`src/rtl/clk_meter_pkg.sv`:
```
// Shared definitions for the clock period meter.
//   meter_state_t    : FSM state encoding (IDLE, ARM, RUN)
//   MIN_SYNC_STAGES  : smallest legal synchronizer depth
//   timeout_limit()  : counter value that ends a measurement with no rising edge
package clk_meter_pkg;

   typedef enum logic [1:0] {
      IDLE = 2'd0,
      ARM  = 2'd1,
      RUN  = 2'd2
   } meter_state_t;

   localparam int unsigned MIN_SYNC_STAGES = 2;

   // 2^w - 2: the last count that still yields a representable period (2^w - 1).
   function automatic int unsigned timeout_limit(input int unsigned w);
      return (32'd1 << w) - 32'd2;
   endfunction

   function automatic bit sync_stages_ok(input int unsigned n);
      return n >= MIN_SYNC_STAGES;
   endfunction

endpackage

```
`src/rtl/sync_edge_det.sv`:
```
// Synchronizer chain with rise/fall pulse generation for an asynchronous input.
//   clk   : sampling clock
//   rst_n : asynchronous active-low reset; clears all flops
//   d     : asynchronous input
//   rise  : one-cycle pulse, synchronized level went 0 -> 1
//   fall  : one-cycle pulse, synchronized level went 1 -> 0
module sync_edge_det
   import clk_meter_pkg::*;
#(
   parameter int SYNC_STAGES = 2
) (
   input  logic clk,
   input  logic rst_n,
   input  logic d,
   output logic rise,
   output logic fall
);

   if (!sync_stages_ok(SYNC_STAGES)) begin : g_bad_sync_stages
      $error("sync_edge_det: SYNC_STAGES must be at least 2");
   end

   logic [SYNC_STAGES-1:0] chain;
   logic                   s_d;
   logic                   s;

   assign s = chain[SYNC_STAGES-1];

   always_ff @(posedge clk or negedge rst_n) begin
      if (!rst_n) begin
         chain <= '0;
         s_d   <= 1'b0;
      end else begin
         chain <= {chain[SYNC_STAGES-2:0], d};
         s_d   <= s;
      end
   end

   assign rise = s & ~s_d;
   assign fall = ~s & s_d;

endmodule

```
`src/rtl/clk_period_meter.sv`:
```
// Measures period (rise to rise) and high time (rise to fall) of a slow,
// asynchronous clock in i_clk cycles.
//   i_clk     : system clock
//   i_rst_n   : asynchronous active-low reset
//   i_en      : measurement enable (level)
//   i_div_clk : monitored slow clock
//   o_period  : last measured period
//   o_high    : last measured high time
//   o_valid   : one-cycle pulse when o_period/o_high update
//   o_timeout : sticky, no rising edge within the counter range
//
// state | meaning
// IDLE  | disabled, counters cleared, outputs hold
// ARM   | waiting for the first rise; preceding period unknown
// RUN   | counting between rises, reporting each complete period
module clk_period_meter
   import clk_meter_pkg::*;
#(
   parameter int CNT_W       = 16,
   parameter int SYNC_STAGES = 2
) (
   input  logic             i_clk,
   input  logic             i_rst_n,
   input  logic             i_en,
   input  logic             i_div_clk,
   output logic [CNT_W-1:0] o_period,
   output logic [CNT_W-1:0] o_high,
   output logic             o_valid,
   output logic             o_timeout
);

   // Compare one count early so the timeout registers on the same edge
   // the counter would reach the limit.
   localparam logic [CNT_W-1:0] CNT_LAST = CNT_W'(timeout_limit(CNT_W) - 1);

   meter_state_t     state;
   logic [CNT_W-1:0] r_cnt;
   logic [CNT_W-1:0] r_hi;
   logic             r_fell;
   logic             rise;
   logic             fall;

   sync_edge_det #(
      .SYNC_STAGES(SYNC_STAGES)
   ) u_sync (
      .clk  (i_clk),
      .rst_n(i_rst_n),
      .d    (i_div_clk),
      .rise (rise),
      .fall (fall)
   );

   always_ff @(posedge i_clk or negedge i_rst_n) begin
      if (!i_rst_n) begin
         state     <= IDLE;
         r_cnt     <= '0;
         r_hi      <= '0;
         r_fell    <= 1'b0;
         o_period  <= '0;
         o_high    <= '0;
         o_valid   <= 1'b0;
         o_timeout <= 1'b0;
      end else begin
         o_valid <= 1'b0;
         if (!i_en) begin
            state  <= IDLE;
            r_cnt  <= '0;
            r_hi   <= '0;
            r_fell <= 1'b0;
         end else begin
            case (state)
               IDLE: begin
                  state  <= ARM;
                  r_cnt  <= '0;
                  r_hi   <= '0;
                  r_fell <= 1'b0;
               end
               ARM: begin
                  if (rise) begin
                     state  <= RUN;
                     r_cnt  <= '0;
                     r_fell <= 1'b0;
                  end
               end
               RUN: begin
                  if (rise) begin
                     r_cnt  <= '0;
                     r_fell <= 1'b0;
                     // A rise without a preceding fall is a restart, not a result.
                     if (r_fell) begin
                        o_period  <= r_cnt + 1'b1;
                        o_high    <= r_hi;
                        o_valid   <= 1'b1;
                        o_timeout <= 1'b0;
                     end
                  end else if (r_cnt == CNT_LAST) begin
                     o_timeout <= 1'b1;
                     state     <= ARM;
                     r_cnt     <= '0;
                     r_fell    <= 1'b0;
                  end else begin
                     r_cnt <= r_cnt + 1'b1;
                     if (fall) begin
                        r_hi   <= r_cnt + 1'b1;
                        r_fell <= 1'b1;
                     end
                  end
               end
               default: state <= IDLE;
            endcase
         end
      end
   end

endmodule

```
`config.mk`:
```
export PLATFORM = sky130hd
export DESIGN_NAME = clk_period_meter
export DESIGN_NICKNAME = d
export VERILOG_FILES = /design/src/rtl/clk_meter_pkg.sv /design/src/rtl/sync_edge_det.sv /design/src/rtl/clk_period_meter.sv
export SDC_FILE = /design/constraint.sdc
export NUM_CORES = 1
export LEC_CHECK = 0
export ABC_AREA = 1
export BUFFER_PORTS_ARGS = -buffer_cell sky130_fd_sc_hd__buf_2
export CORE_ASPECT_RATIO = 1.75
export CORE_UTILIZATION = 58
export DETAILED_ROUTE_END_ITERATION = 6
export PLACE_DENSITY_LB_ADDON = 0.08
export SLEW_MARGIN = 20
export SYNTH_ARGS = -nofsm -noshare
export SYNTH_HDL_FRONTEND = slang
export SYNTH_SLANG_ARGS = --single-unit
```
`constraint.sdc`:
```
create_clock -name i_clk -period 4.3 [get_ports i_clk]
set_input_delay 0.43 -clock i_clk [delete_from_list [all_inputs] [get_ports i_clk]]
set_output_delay 0.43 -clock i_clk [all_outputs]
set_load 0.02 [all_outputs]
```
* After elaboration in Yosys (flattened, before gate mapping)
Index checks and enable logic that the tools add are counted.
** Word-level totals
- Register bits after elaboration :: 72
- Latch bits :: 0
- Bits in writable memories :: 0
- ROM bits :: 0
- Word-level logic and storage cells :: 63
- Memories :: 0
** Cells by class
- Add/subtract/negate cells :: 1
- Multiply operators :: 0
- Div/mod/pow operators :: 0
- Order comparisons :: 0
- Eq/ne operators :: 12
- Shift operators :: 0
- Mux-type cells :: 28
- Bitwise gates (word level) :: 4
- Reduce and logical (&&, ||, !) cells :: 8
** Operators with widths (number)
- 16-bit 2-to-1 mux :: 8
- 16-bit case mux with 3 select lines :: 1
- 16-bit case mux with 2 select lines :: 1
- 16-bit by 1-bit adder with 16-bit output, second input constant :: 1
- 16-bit == test, second input constant :: 1
- 3-bit != test, second input constant :: 5
- 1-bit 2-to-1 mux :: 12
- 4-bit AND reduction :: 3
- 2-bit 2-to-1 mux :: 4
- 2-bit case mux with 3 select lines :: 1
- 3-bit AND reduction :: 2
- 5-bit != test, second input constant :: 1
- 4-bit by 1-bit != test with 1-bit output, second input constant :: 1
- 3-bit by 1-bit != test with 1-bit output, second input constant :: 1
- 1-bit case mux with 3 select lines :: 1
- 1-bit bitwise AND :: 2
- 2-bit by 1-bit == test with 1-bit output, second input constant :: 1
- 2-bit == test, second input constant :: 1
- 2-bit logical NOT :: 1
- 2-bit != test, second input constant :: 1
- 1-bit inverter :: 2
- 2-bit AND reduction :: 1
- 2-bit nonzero test :: 1

* Longest topological paths before layout
Gate-level depths: netlist (run 1).
- Depth after elaboration :: 7
- Gate-level depth with buffers :: 11

* Hierarchy
From an unflattened synthesis (run 1), not the netlist that was laid out.
** Unflattened totals
- Cells, all modules :: 388
- Area total of the unflattened synthesis :: 3254.4 um^2
** By module, submodules not included
- clk_period_meter :: times used 1, cells an instance 381, area each 3164.3 um^2, sequential area each 1726.7 um^2
- sync_edge_det :: times used 1, cells an instance 7, area each 90.1 um^2, sequential area each 75.1 um^2

* Worst setup path before layout (run 1)
No wires, ideal clock.
- Kind :: reg2reg
- Start :: reg r_cnt[0]
- End :: reg r_hi[11]
- Arrival :: 1394 ps
- Slack :: 2841 ps
- Cell stages (with the launch flop) :: 10
- Clock period less this slack :: 1459 ps
- Cells stage by stage :: dfrtp_1 -> ha_1 -> inv_1 -> nor2_1 -> nand2_1 -> o21ai_2 -> nor2_1 -> buf_4 -> nand2_1 -> nand2_1
** Between the ends
- Cells in the longest elaborated chain, start to end :: 6
** RTL lines
- from (decl) :: RTL line clk_period_meter.sv:37 : logic [CNT_W-1:0] r_cnt;
- from (signal assigned) :: RTL line clk_period_meter.sv:102 : r_cnt <= r_cnt + 1'b1;
- 16-bit by 1-bit adder with 16-bit output :: RTL line clk_period_meter.sv:104 : r_hi <= r_cnt + 1'b1;
- 16-bit 2-to-1 mux :: RTL line clk_period_meter.sv:103 : if (fall) begin
- 16-bit 2-to-1 mux :: RTL line clk_period_meter.sv:96 : end else if (r_cnt == CNT_LAST) begin
- 16-bit 2-to-1 mux :: RTL line clk_period_meter.sv:86 : if (rise) begin
- 16-bit case mux with 2 select lines :: RTL line clk_period_meter.sv:71 : case (state)
- 16-bit 2-to-1 mux :: RTL line clk_period_meter.sv:65 : if (!i_en) begin
- to (signal assigned) :: RTL line clk_period_meter.sv:104
- to (decl) :: RTL line clk_period_meter.sv:38 : logic [CNT_W-1:0] r_hi;
Several ways; a longest one is shown, not always the timed one. The select of a mux whose other input is x is not followed.
A chain may end at the register's enable or synchronous reset.

* Worst setup path after layout (run 1)
- Start :: reg u_sync.s_d
- End :: reg o_period[2]
** Between the ends
- Cells in the longest elaborated chain, start to end :: 3
** RTL lines
- from (decl) :: RTL line sync_edge_det.sv:24 : logic s_d;
- from (signal assigned) :: RTL line sync_edge_det.sv:35 : s_d <= s;
- 1-bit inverter :: RTL line sync_edge_det.sv:39 : assign rise = s & ~s_d;
- 1-bit bitwise AND :: RTL line sync_edge_det.sv:39
- 4-bit AND reduction (no source line)
- to (signal assigned) :: RTL line clk_period_meter.sv:91 : o_period <= r_cnt + 1'b1;
- to (decl) :: RTL line clk_period_meter.sv:26 : output logic [CNT_W-1:0] o_period,
Every way passes these cells.

==> metrics.md, run 1 <==
| Metric | Value |
|---|---|
| Top_reg_cell synth | dfrtp_1 |
| Hold Vio Cnt, Final | 0 |
| Area leader, netlist | dfrtp_1 |
| Critical path's top delay family | simple AND/OR/NAND/NOR gates |
| Synthesized cell area | 3160 um^2 |
| Layout cells sized above 1 | 16.0% |
| Largest cells by area after synthesis | dfrtp_1 (57%), nand2_1 (21%), inv_1 (3.0%) |
| Fin Setup TNS | 0 ns |
| # IOs | 38 |
| Crit Path Max Fanout | 41 |
| Post-CTS Hold Buffers | 0 |
| First-pass DRT Iterations | 6 |
| Num CTS Buffers | 9 |
| Leak | 1.95 nW |
| Chip height | 99.7 um |
| HP Class | in2reg |
| Max-Cap Viols | 0 |
| Grt ovf | 0 |
| Reg-to-Reg End | o_period[2]$_DFFE_PN0P_ |
| Fin util | 69.2% |
| Initial Util | 60.2% |
| Peak VDD IR | 0.260 mV |
| Gate Count Post-Synth | 378 |
| Worst path max stage delay | 0.47 ns |
| Post-synth EDFFs | 0 |
| Largest net degree at the start of global routing | 42 |
| Critical Path End Type | flip-flop |
| Clock Tree Buf Depth | 2 |
| Slew @ Worst Pin | 0.873 ns |
| Total number of cells along the worst setup path | 8 |
| Num rows | 35 |
| Routed WL | 6.26 mm |
| RSZ-0062 raised after global routing | false |
| Area Growth Syn to Fin | 15.0% |
| R2r setup slk | 2.22 ns |
| CTS H-tree depth | 3 |
| Vias post-DR | 2497 |
| Port Buffers | 37 |
| Critical setup path kind | reg2reg |
| Post-CTS Setup Repair Bufs | 0 |
| Maximum clock rate | 481 MHz |
| CTS tree | built |
| Fin crit share | 48.3% |
| Hold Path Sink | u_sync.chain[0]$_DFF_PN0_ |
| Wire per inst | 13.1 um |
| Initial antenna violation count | 0 |
| DP HPWL | 4.46 mm |
| Clk slew on worst S/H paths | 0.07 ns |
| Critical Path AT | 2.28 ns |
| Ys Warns | 0 |
| Die area | 5760 um^2 |
| Area of the core | 5260 um^2 |
| Clk sinks | 72 |
| CTS-repair resized insts | 0 |
| Routed Antenna Nets | 0 |
| Power density over the cells | 397 nW/um^2 |
| Setup ws final | 2.22 ns |
| Setup crit start kind | flip-flop |
| Failing checks | design-rule violations |
| Hold depth | 1 |
| CP Buf/Inv Count | 3 |
| Routability Congestion | 0.912 |
| Number of global-route vias before repair | 2376 |
| Diodes inserted | 0 |
| Synthesized area per cell | 8.36 um^2 |
| Initial DRC count | 129 |
| DRC | 7 |
| Place WS | 2.18 ns |
| Die W | 57.8 um |
| Unique masters post-synth | 28 |
| Slew headroom | 41.6% |
| Commonest cells post-synth | nand2_1 (178), dfrtp_1 (72), inv_1 (25) |
| FF-to-FF path depth | 8 |
| Drt via density | 5.21 |
| Root buffer cell | clkbuf_8 |
| Register area share after synthesis | 57.0% |
| Crit path required time | 4.50 ns |
| Fin Clk Skew | 0.00990 ns |
| # setup viols final | 0 |
| Register bit total from synthesis | 72 |
| Worst Hold Launch | i_div_clk |
| Yosys top cell area share | 57.0% |
| Post-Synthesis Net Count | 384 |
| Status | complete, but fails checks |
| Slowest CP cell | nor2_4 |
| Worst skew pair latency | 0.35 ns |
| Minimum clock period | 2.08 ns |
| Final slew viol count | 0 |
| Most frequent cell after synthesis | nand2_1 |
| # nets final | 425 |
| Asr flop ratio synth | 100% |
| Critical path, cell by cell | inv_1 -> nand2_1 -> inv_2 -> nand2_1 -> nor2_4 -> inv_2 -> nand2_1 -> o21ai_0 |
| First-pass GRT wire length | 10.7 mm |
| Launch point of the worst reg-to-reg path | u_sync.s_d$_DFF_PN0_ |
| Gr usage total | 24.9% |
| WHS | 0.181 ns |
| CP dominant cell by count | nand2_1 |
==> registers in the layout, indices dropped and copies added, names as in the netlist <==
register / flops
r_cnt: 16
state: 2
u_sync.s_d: 1
o_high: 16
o_valid: 1
r_fell: 1
r_hi: 16
o_period: 16
o_timeout: 1
u_sync.chain: 2
==> worst reg2reg max path, cell delays in order, from the launching register on <==
cell	delay, ns
dfrtp_1	0.36
inv_1	0.06
nand2_1	0.14
inv_2	0.13
nand2_1	0.10
nor2_4	0.47
inv_2	0.44
nand2_1	0.14
o21ai_0	0.09
==> cells in the final DEF, fill, tap and decap left out <==
cell / instances
a31oi_1: 3
buf_2: 37
buf_4: 1
bufinv_16: 4
clkbuf_1: 2
clkbuf_8: 9
clkinv_1: 1
clkinv_4: 1
dfrtp_1: 72
ha_1: 2
inv_1: 25
inv_2: 3
nand2_1: 178
nand2_2: 5
nand2_4: 1
nand3_1: 5
nand3b_1: 3
nand4_1: 7
nor2_1: 21
nor2_2: 2
nor2_4: 2
nor3_1: 2
nor3_2: 1
o21ai_0: 14
o21ai_1: 8
o21ai_2: 1
o22ai_1: 6
or2_2: 1
xnor2_1: 3
xor2_1: 4
==> how the worst max path moves through the flow <==
stage / to / start / slack [ns]
3_5_place_dp: o_period[2]$_DFFE_PN0P_ / i_en / 2.18
3_3_place_gp: o_period[3]$_DFFE_PN0P_ / i_en / 2.29
4_1_cts: o_period[2]$_DFFE_PN0P_ / u_sync.s_d$_DFF_PN0_ / 2.22
6_report: o_period[2]$_DFFE_PN0P_ / u_sync.s_d$_DFF_PN0_ / 2.22
5_1_grt: o_period[3]$_DFFE_PN0P_ / u_sync.s_d$_DFF_PN0_ / 1.97
2_1_floorplan: r_hi[11]$_DFFE_PN0P_ / r_cnt[0]$_DFFE_PN0P_ / 2.84
==> report_power, final <==
| group | switching [mW] | internal (mW) | leakage [nW] |
|---|---|---|---|
| Combinational | 0.0468 | 0.0149 | 0.854 |
| Sequential | 0.00529 | 0.686 | 0.969 |
| Clock | 0.246 | 0.445 | 0.128 |
| Total | 0.298 | 1.15 | 1.95 |
==> cells by family after synthesis <==
family / Yosys count / share of synthesized area, %
buf+inv: 37 / 4.95
simple gates: 228 / 29.8
flops: 72 / 57.0
compound gates: 32 / 5.54
fa+ha+maj: 2 / 0.791
xor+xnor: 7 / 1.94
==> cell type report <==
cell class / count / area, um^2
clock buffer: 11 / 131
tap: 55 / 68.8
fill: 457 / 1620
timing repair buffer: 38 / 193
clock inverter: 5 / 129
inverter: 29 / 109
multi-input combinational: 269 / 1200
sequential: 72 / 1800
==> per-stage QoR <==
step	power (mW)	std cells	instance area, um^2
3_5_place_dp	0.768	463	3380
6_report	1.44	479	3640
5_1_grt	1.50	479	3640
4_1_cts	1.46	479	3640
2_1_floorplan	0.741	378	3160
3_3_place_gp	0.766	463	3380
==> per-layer routing <==
metal / up-vias / GRT usage (%) / wire length, um
li1: 1254 / - / -
met3: 17 / 5.72 / 204
met2: 50 / 41.7 / 3170
met5: - / 0 / 0
met4: 0 / 11.2 / 167
met1: 1176 / 30.0 / 2720
Power figures use the tool's default switching activity.
==> run 2: changes to the inputs <==
ABC_AREA = 0   (was 1)
CORE_UTILIZATION = 57   (was 58)
clock period = 2 ns   (was 4.3 ns; I/O delays follow)
==> run 2 against run 1 <==
  * The flow now finishes without violations
  * Utilization rose by 2.2 points
  * Clock skew fell by 0.00072 ns
  * Global-route usage rose by 1.6 points
  * Total power rose by 110%
  * Largest cell class unchanged
  * Maximum frequency rose by 9.7%
  * Worst setup slack got worse by 2.1 ns
  * Non-clock buffer count rose by 22
==> metrics.md, run 2 <==
| Metric | Value |
|---|---|
| Yosys top cell area share | 57.3% (+0.27 points) |
| Critical Path End Type | flip-flop |
| Hold Vio Cnt, Final | 0 (unchanged) |
| Die W | 58.2 um (+0.61%) |
| Critical setup path kind | reg2reg |
| Critical Path AT | 2.11 ns (-0.17 ns) |
| Total power | 2.97 mW (+110%) |
| Post-Synthesis Net Count | 314 (-18%) |
| # setup viols final | 0 (unchanged) |
| Synthesized area per cell | 10.2 um^2 (+22%) |
| Critical path, cell by cell | nand4_4 -> or4_4 -> buf_4 -> a41oi_1 -> a31oi_1 |
| Fin Clk Skew | 0.00918 ns (-0.000718 ns) |
| Initial antenna violation count | 0 (unchanged) |
| Commonest non-fill, non-tap cells in the layout | nand2_1 (80), dfrtp_1 (72), buf_2 (37), o21ai_0 (28), buf_4 (18) |
| Die area | 5830 um^2 (+1.2%) |
| Layout cells sized above 1 | 23.0% (+6.9 points) |
| Unique masters post-synth | 45 (+61%) |
| Root buffer cell | clkbuf_8 |
| # nets final | 367 (-14%) |
| Largest net degree at the start of global routing | 54 (+29%) |
| Area of the core | 5300 um^2 (+0.83%) |
| Max-Cap Viols | 0 (unchanged) |
| Fin Setup TNS | 0 ns (unchanged) |
| Peak VDD IR | 0.528 mV (+100%) |
| Area leader, netlist | dfrtp_1 |
| Top_reg_cell synth | dfrtp_1 |
| # IOs | 38 (unchanged) |
| Leak | 1.82 nW (-7.0%) |
| Diodes inserted | 0 (unchanged) |
| Final slew viol count | 0 (unchanged) |
| Maximum clock rate | 528 MHz (+9.7%) |
| HP Class | in2reg |
| Routed Antenna Nets | 0 (unchanged) |
| Port Buffers | 37 (unchanged) |
| Fill cell count | 428 (-6.3%) |
| Fin crit share | 94.7% (+46 points) |
| Register bit total from synthesis | 72 (unchanged) |
| Num rows | 35 (unchanged) |
| Worst path max stage delay | 0.66 ns (+0.19 ns) |
| Clk sinks | 72 (unchanged) |
| Number of global-route vias before repair | 2380 (+0.17%) |
| DP HPWL | 4.67 mm (+4.6%) |
| Largest cells by area after synthesis | dfrtp_1 (57%), nand2_1 (9.7%), o21ai_0 (4.5%) |
| Initial DRC count | 99 (-23%) |
| Routed WL | 6.81 mm (+8.8%) |
| Setup crit start kind | flip-flop |
| DP Cell Count | 422 (-8.9%) |
| Clk slew on worst S/H paths | 0.08 ns (about the same) |
| Clock Tree Buf Depth | 2 (unchanged) |
| Commonest cells post-synth | nand2_1 (81), dfrtp_1 (72), o21ai_0 (28) |
| Minimum clock period | 1.89 ns (-0.184 ns) |
| Power density over the cells | 786 nW/um^2 (+98%) |
| Routability Congestion | 0.860 (-5.7%) |
| Synthesized cell area | 3150 um^2 (-0.47%) |
| Drt via density | 5.55 (+6.4%) |
| Wire per inst | 15.5 um (+18%) |
| Status | finished clean |
| Most frequent cell after synthesis | nand2_1 |
| Chip height | 100 um (+0.62%) |
| Grt ovf | 0 (unchanged) |
| Asr flop ratio synth | 100% (unchanged) |
| First-pass GRT wire length | 11.6 mm (+8.1%) |
| Fin util | 71.4% (+2.2 points) |
| Post-route insts no fill | 440 (-8.1%) |
| Initial Util | 59.4% (-0.78 points) |
| RSZ-0062 raised after global routing | false |
| Register area share after synthesis | 57.3% (+0.27 points) |
| Vias post-DR | 2440 (-2.3%) |
| Slowest CP cell | or4_4 |
| Crit Path Max Fanout | 11 (-73%) |
| Num CTS Buffers | 9 (unchanged) |
| DRC | 0 (-7) |
| Commonest non-fill, non-tap cell in the layout | nand2_1 |
| Area Growth Syn to Fin | 20.2% |
| Crit path required time | 2.22 ns (-2.28 ns) |
| CTS tree | built |
| Post-synth EDFFs | 0 (unchanged) |
| Slew @ Worst Pin | 0.538 ns (-0.335 ns) |
| Gate Count Post-Synth | 308 (-19%) |
| CTS H-tree depth | 3 (unchanged) |
| Gr usage total | 26.5% (+1.6 points) |
| First-pass DRT Iterations | 4 (-2) |
| Slew headroom | 63.8% (+22 points) |
| Ys Warns | 0 (unchanged) |
| Worst skew pair latency | 0.34 ns (about the same) |
==> run 2: cell count changes in the layout (fill, tap and decap cells not counted), moves of 4 or more <==
| cell | before | now |
|---|---|---|
| inv_1 | 25 | 2 |
| o22ai_1 | 6 | 1 |
| nor2_1 | 21 | 8 |
| o2bb2ai_1 | 0 | 16 |
| buf_4 | 1 | 18 |
| nand2_1 | 178 | 80 |
| nand3_1 | 5 | 11 |
| a31oi_1 | 3 | 13 |
| nand2_2 | 5 | 1 |
| o21ai_0 | 14 | 28 |
| xnor2_1 | 3 | 8 |
| o21ai_1 | 8 | 0 |
==> run 2: stage by stage <==
step / instance area (um^2) / hold slack (ns) / setup slack (ns)
final: 3780 / 0.118 / 0.106
after global routing: 3780 / 0.117 / 0.0224
after CTS: 3780 / 0.104 / 0.123
after detailed placement: 3510 / 0.179 / 0.145
after global placement: 3510 / 0.171 / 0.185
after floorplan: 3150 / -0.0956 / 0.180
==> run 2: path summary, 6_finish.rpt <==
check	cells after the start	startpoint	endpoint	slack (ns)
min reg2reg	0	u_sync.chain[0]$_DFF_PN0_	u_sync.chain[1]$_DFF_PN0_	0.37
min in group asynchronous	2	i_rst_n	o_high[2]$_DFFE_PN0P_	0.34
max in group asynchronous	3	i_rst_n	r_hi[13]$_DFFE_PN0P_	1.03
min	2	i_en	state[0]$_DFFE_PN0P_	0.12
max	5	r_cnt[8]$_DFFE_PN0P_	r_cnt[6]$_DFFE_PN0P_	0.11
max reg2reg	5	r_cnt[8]$_DFFE_PN0P_	r_cnt[6]$_DFFE_PN0P_	0.11
==> run 2: worst max-delay path, delay by kind of cell (launching register included) <==
family / cells / cell delay [ns]
DFF: 1 / 0.45
buffers and inverters: 1 / 0.21
and+or+nand+nor: 2 / 0.85
AOI/OAI and AO/OA: 2 / 0.27
==> run 2: cell families (layout without fill, tap and decap cells) <==
family	count (synthesis)	in the layout	share of synthesized area, %
flops	72	72	57.3
simple gates	130	130	19.6
xor+xnor	14	14	3.90
compound gates	69	69	14.5
fa+ha+maj	2	2	0.795
buf+inv	21	79	3.94
==> run 2: final cells by class <==
| class | instances | area (um^2) | area share, % |
|---|---|---|---|
| multi-input cells | 215 | 1220 | 32.3 |
| repair buffers | 60 | 400 | 10.6 |
| flip-flops and latches | 72 | 1800 | 47.6 |
| clock inverters | 6 | 113 | 2.98 |
| well taps | 74 | 92.6 | 2.45 |
| inverters | 3 | 15.0 | 0.397 |
| clock buffers | 10 | 138 | 3.64 |
==> run 2: what timing repair did <==
item / CTS / global route
setup endpoints to repair: 0 / 14
setup buffers: 0 / 0
hold endpoints to repair: 20 / 0
resized for setup: 0 / 2
hold buffers: 2 / 0
==> run 2: routing by layer <==
metal  track usage (%)  share of wire (%)  wire [um]
met1              34.4                 45       3050
met2              43.1                 51       3460
met3              6.06                2.8        193
met4              9.71                1.6        107
met5                 0                  0          0
==> run 2: report_power, final <==
part	switching [mW]	internal [mW]
logic	0.0600	0.0287
clock network	0.548	0.869
registers	0.00712	1.46
total	0.615	2.36
==> run 3: changes to the inputs <==
ABC_AREA = 1   (was 0)
==> run 3 against run 2 <==
  * First-iteration DRC count did not move
  * Hold slack improved by 0.039 ns
  * Non-clock buffer count fell by 17
  * Design area fell by 2.2%
  * Critical path type unchanged
  * Highest routed layer unchanged
==> metrics.md, run 3 (same netlist as run 1, synthesis figures left out) <==
| Metric | Value |
|---|---|
| Wire per inst | 13.2 um (-15%) |
| Fin Setup TNS | 0 ns (unchanged) |
| Commonest non-fill, non-tap cell in the layout | nand2_1 |
| Gr usage total | 25.9% (-0.67 points) |
| Slew @ Worst Pin | 0.625 ns (+0.0868 ns) |
| Hold Vio Cnt, Final | 0 (unchanged) |
| Largest net degree at the start of global routing | 73 (+35%) |
| Root buffer cell | clkbuf_8 |
| Fin crit share | 90.1% (-4.6 points) |
| Critical Path AT | 2.06 ns (-0.05 ns) |
| Area Growth Syn to Fin | 17.0% |
| Max-Cap Viols | 0 (unchanged) |
| Critical setup path kind | reg2reg |
| Routability Congestion | 0.866 (+0.72%) |
| Initial antenna violation count | 0 (unchanged) |
| R2r setup slk | 0.20 ns (+0.09 ns) |
| Hold Path Sink | state[0]$_DFFE_PN0P_ |
| Crit path required time | 2.26 ns (+0.04 ns) |
| CTS tree | built |
| # nets final | 430 (+17%) |
| Layout cells sized above 1 | 17.0% (-5.9 points) |
| Status | finished clean |
| Chip height | 101 um (+0.23%) |
| Hold depth | 3 (+1) |
| Worst skew pair latency | 0.35 ns (about the same) |
| Num CTS Buffers | 9 (unchanged) |
| Routed Antenna Nets | 0 (unchanged) |
| Maximum clock rate | 555 MHz (+5.1%) |
| Crit Path Max Fanout | 10 (-1) |
| Vias post-DR | 2531 (+3.7%) |
| Commonest non-fill, non-tap cells in the layout | nand2_1 (178), dfrtp_1 (71), buf_2 (37), inv_1 (25), nor2_1 (21) |
| FF-to-FF path depth | 8 (+3) |
| # IOs | 38 (unchanged) |
| Slew headroom | 58.3% (-5.5 points) |
| Worst Hold Launch | i_en |
| Post-CTS Setup Repair Bufs | 0 (unchanged) |
| WHS | 0.157 ns (+0.0393 ns) |
| Final slew viol count | 0 (unchanged) |
| Clk slew on worst S/H paths | 0.08 ns (about the same) |
| Routed WL | 6.63 mm (-2.7%) |
| First-pass GRT wire length | 11.2 mm (-3.9%) |
| Critical Path End Type | flip-flop |
| Drt via density | 5.03 (-9.3%) |
| Peak VDD IR | 0.517 mV (-2.2%) |
| Grt ovf | 0 (unchanged) |
| Clk sinks | 72 (unchanged) |
| Reg-to-Reg End | r_cnt[0]$_DFFE_PN0P_ |
| Number of global-route vias before repair | 2412 (+1.3%) |
| First-pass DRT Iterations | 4 (unchanged) |
| Num rows | 35 (unchanged) |
| Diodes inserted | 0 (unchanged) |
| Die area | 5860 um^2 (+0.47%) |
| Initial DRC count | 99 (unchanged) |
| Launch point of the worst reg-to-reg path | r_cnt[0]$_DFFE_PN0P_ |
| Minimum clock period | 1.80 ns (-0.0911 ns) |
| CTS H-tree depth | 3 (unchanged) |
| Initial Util | 59.7% (+0.28 points) |
| RSZ-0062 raised after global routing | false |
| Leak | 1.97 nW (+8.4%) |
| Die W | 58.3 um (+0.23%) |
| DRC | 0 (unchanged) |
| Clock Tree Buf Depth | 2 (unchanged) |
| Power density over the cells | 820 nW/um^2 (+4.3%) |
| Fin Clk Skew | 0.0101 ns (+0.000943 ns) |
| Setup crit start kind | flip-flop |
| Port Buffers | 37 (unchanged) |
| DP HPWL | 4.70 mm (+0.71%) |
| # setup viols final | 0 (unchanged) |
| HP Class | in2reg |
| Area of the core | 5300 um^2 (unchanged) |
| CP Launch Point | r_cnt[0]$_DFFE_PN0P_ |
[run 3: cell count changes in the layout (fill, tap and decap cells not counted), sizes merged, moves of 3 or more]
cell	delta
o2bb2ai	-16
a31oi	-10
o22ai	+5
inv	+26
or4	-3
o21ai	-5
nor2	+17
buf	-17
nor4	-3
xnor2	-5
a21oi	-4
nand2	+103
nand3	-7
[run 3: where the power goes]
group          total, mW  switching (mW)  leakage [nW]  internal [mW]
sequential          1.49          0.0112         0.968           1.48
combinational      0.146           0.106         0.883         0.0399
clock               1.40           0.561         0.117          0.838
[run 3: worst max path at each step]
stage | endpoint | slack (ns) | cells past startpoint
final | r_cnt[0]$_DFFE_PN0P_ | 0.20 | 8
after global routing | r_cnt[5]$_DFFE_PN0P_ | 0.04 | 8
after CTS | r_cnt[0]$_DFFE_PN0P_ | 0.18 | 8
after detailed placement | r_cnt[0]$_DFFE_PN0P_ | 0.19 | 8
after global placement | r_cnt[0]$_DFFE_PN0P_ | 0.21 | 8
after floorplan | r_hi[11]$_DFFE_PN0P_ | 0.54 | 9
[run 3: layer usage]
layer	wire length (um)	global-route usage, %	vias to the layer above
li1	-	-	1273
met1	2750	30.3	1164
met2	3330	42.3	75
met3	281	7.45	19
met4	263	13.9	0
met5	0	0	-
[run 3: layout make-up]
cell class                      instances  area, um^2
Sequential cell                        72        1800
Timing Repair Buffer                   43         248
Inverter                               29         109
Clock inverter                          6         115
Multi-Input combinational cell        269        1200
Fill cell                             465        1600
Clock buffer                           10         128
Tap cell                               74        92.6
[run 3: stage by stage]
stage	worst slack [ns]	utilization (%)	instance area, um^2	power [mW]	cells
floorplan	0.541	-	3160	1.59	378
global placement	0.207	64.8	3430	1.66	485
detailed placement	0.194	64.8	3430	1.66	485
CTS	0.179	69.8	3700	3.06	503
global route	0.0392	69.8	3700	3.12	503
finish	0.197	69.8	3700	3.03	503
[run 3: what timing repair did]
action	CTS	global route
hold buffers	2	0
endpoints found under the hold margin	73	0
setup endpoints to repair	0	1
gates resized for setup	0	1
[run 3: worst max-delay path: stages, from the launching register on]
cell	delay (ns)
dfrtp_2	0.45
ha_1	0.23
inv_1	0.06
nor2_1	0.04
nand2_1	0.10
nor2_1	0.08
nor2_1	0.32
nand2_2	0.23
o21ai_0	0.21
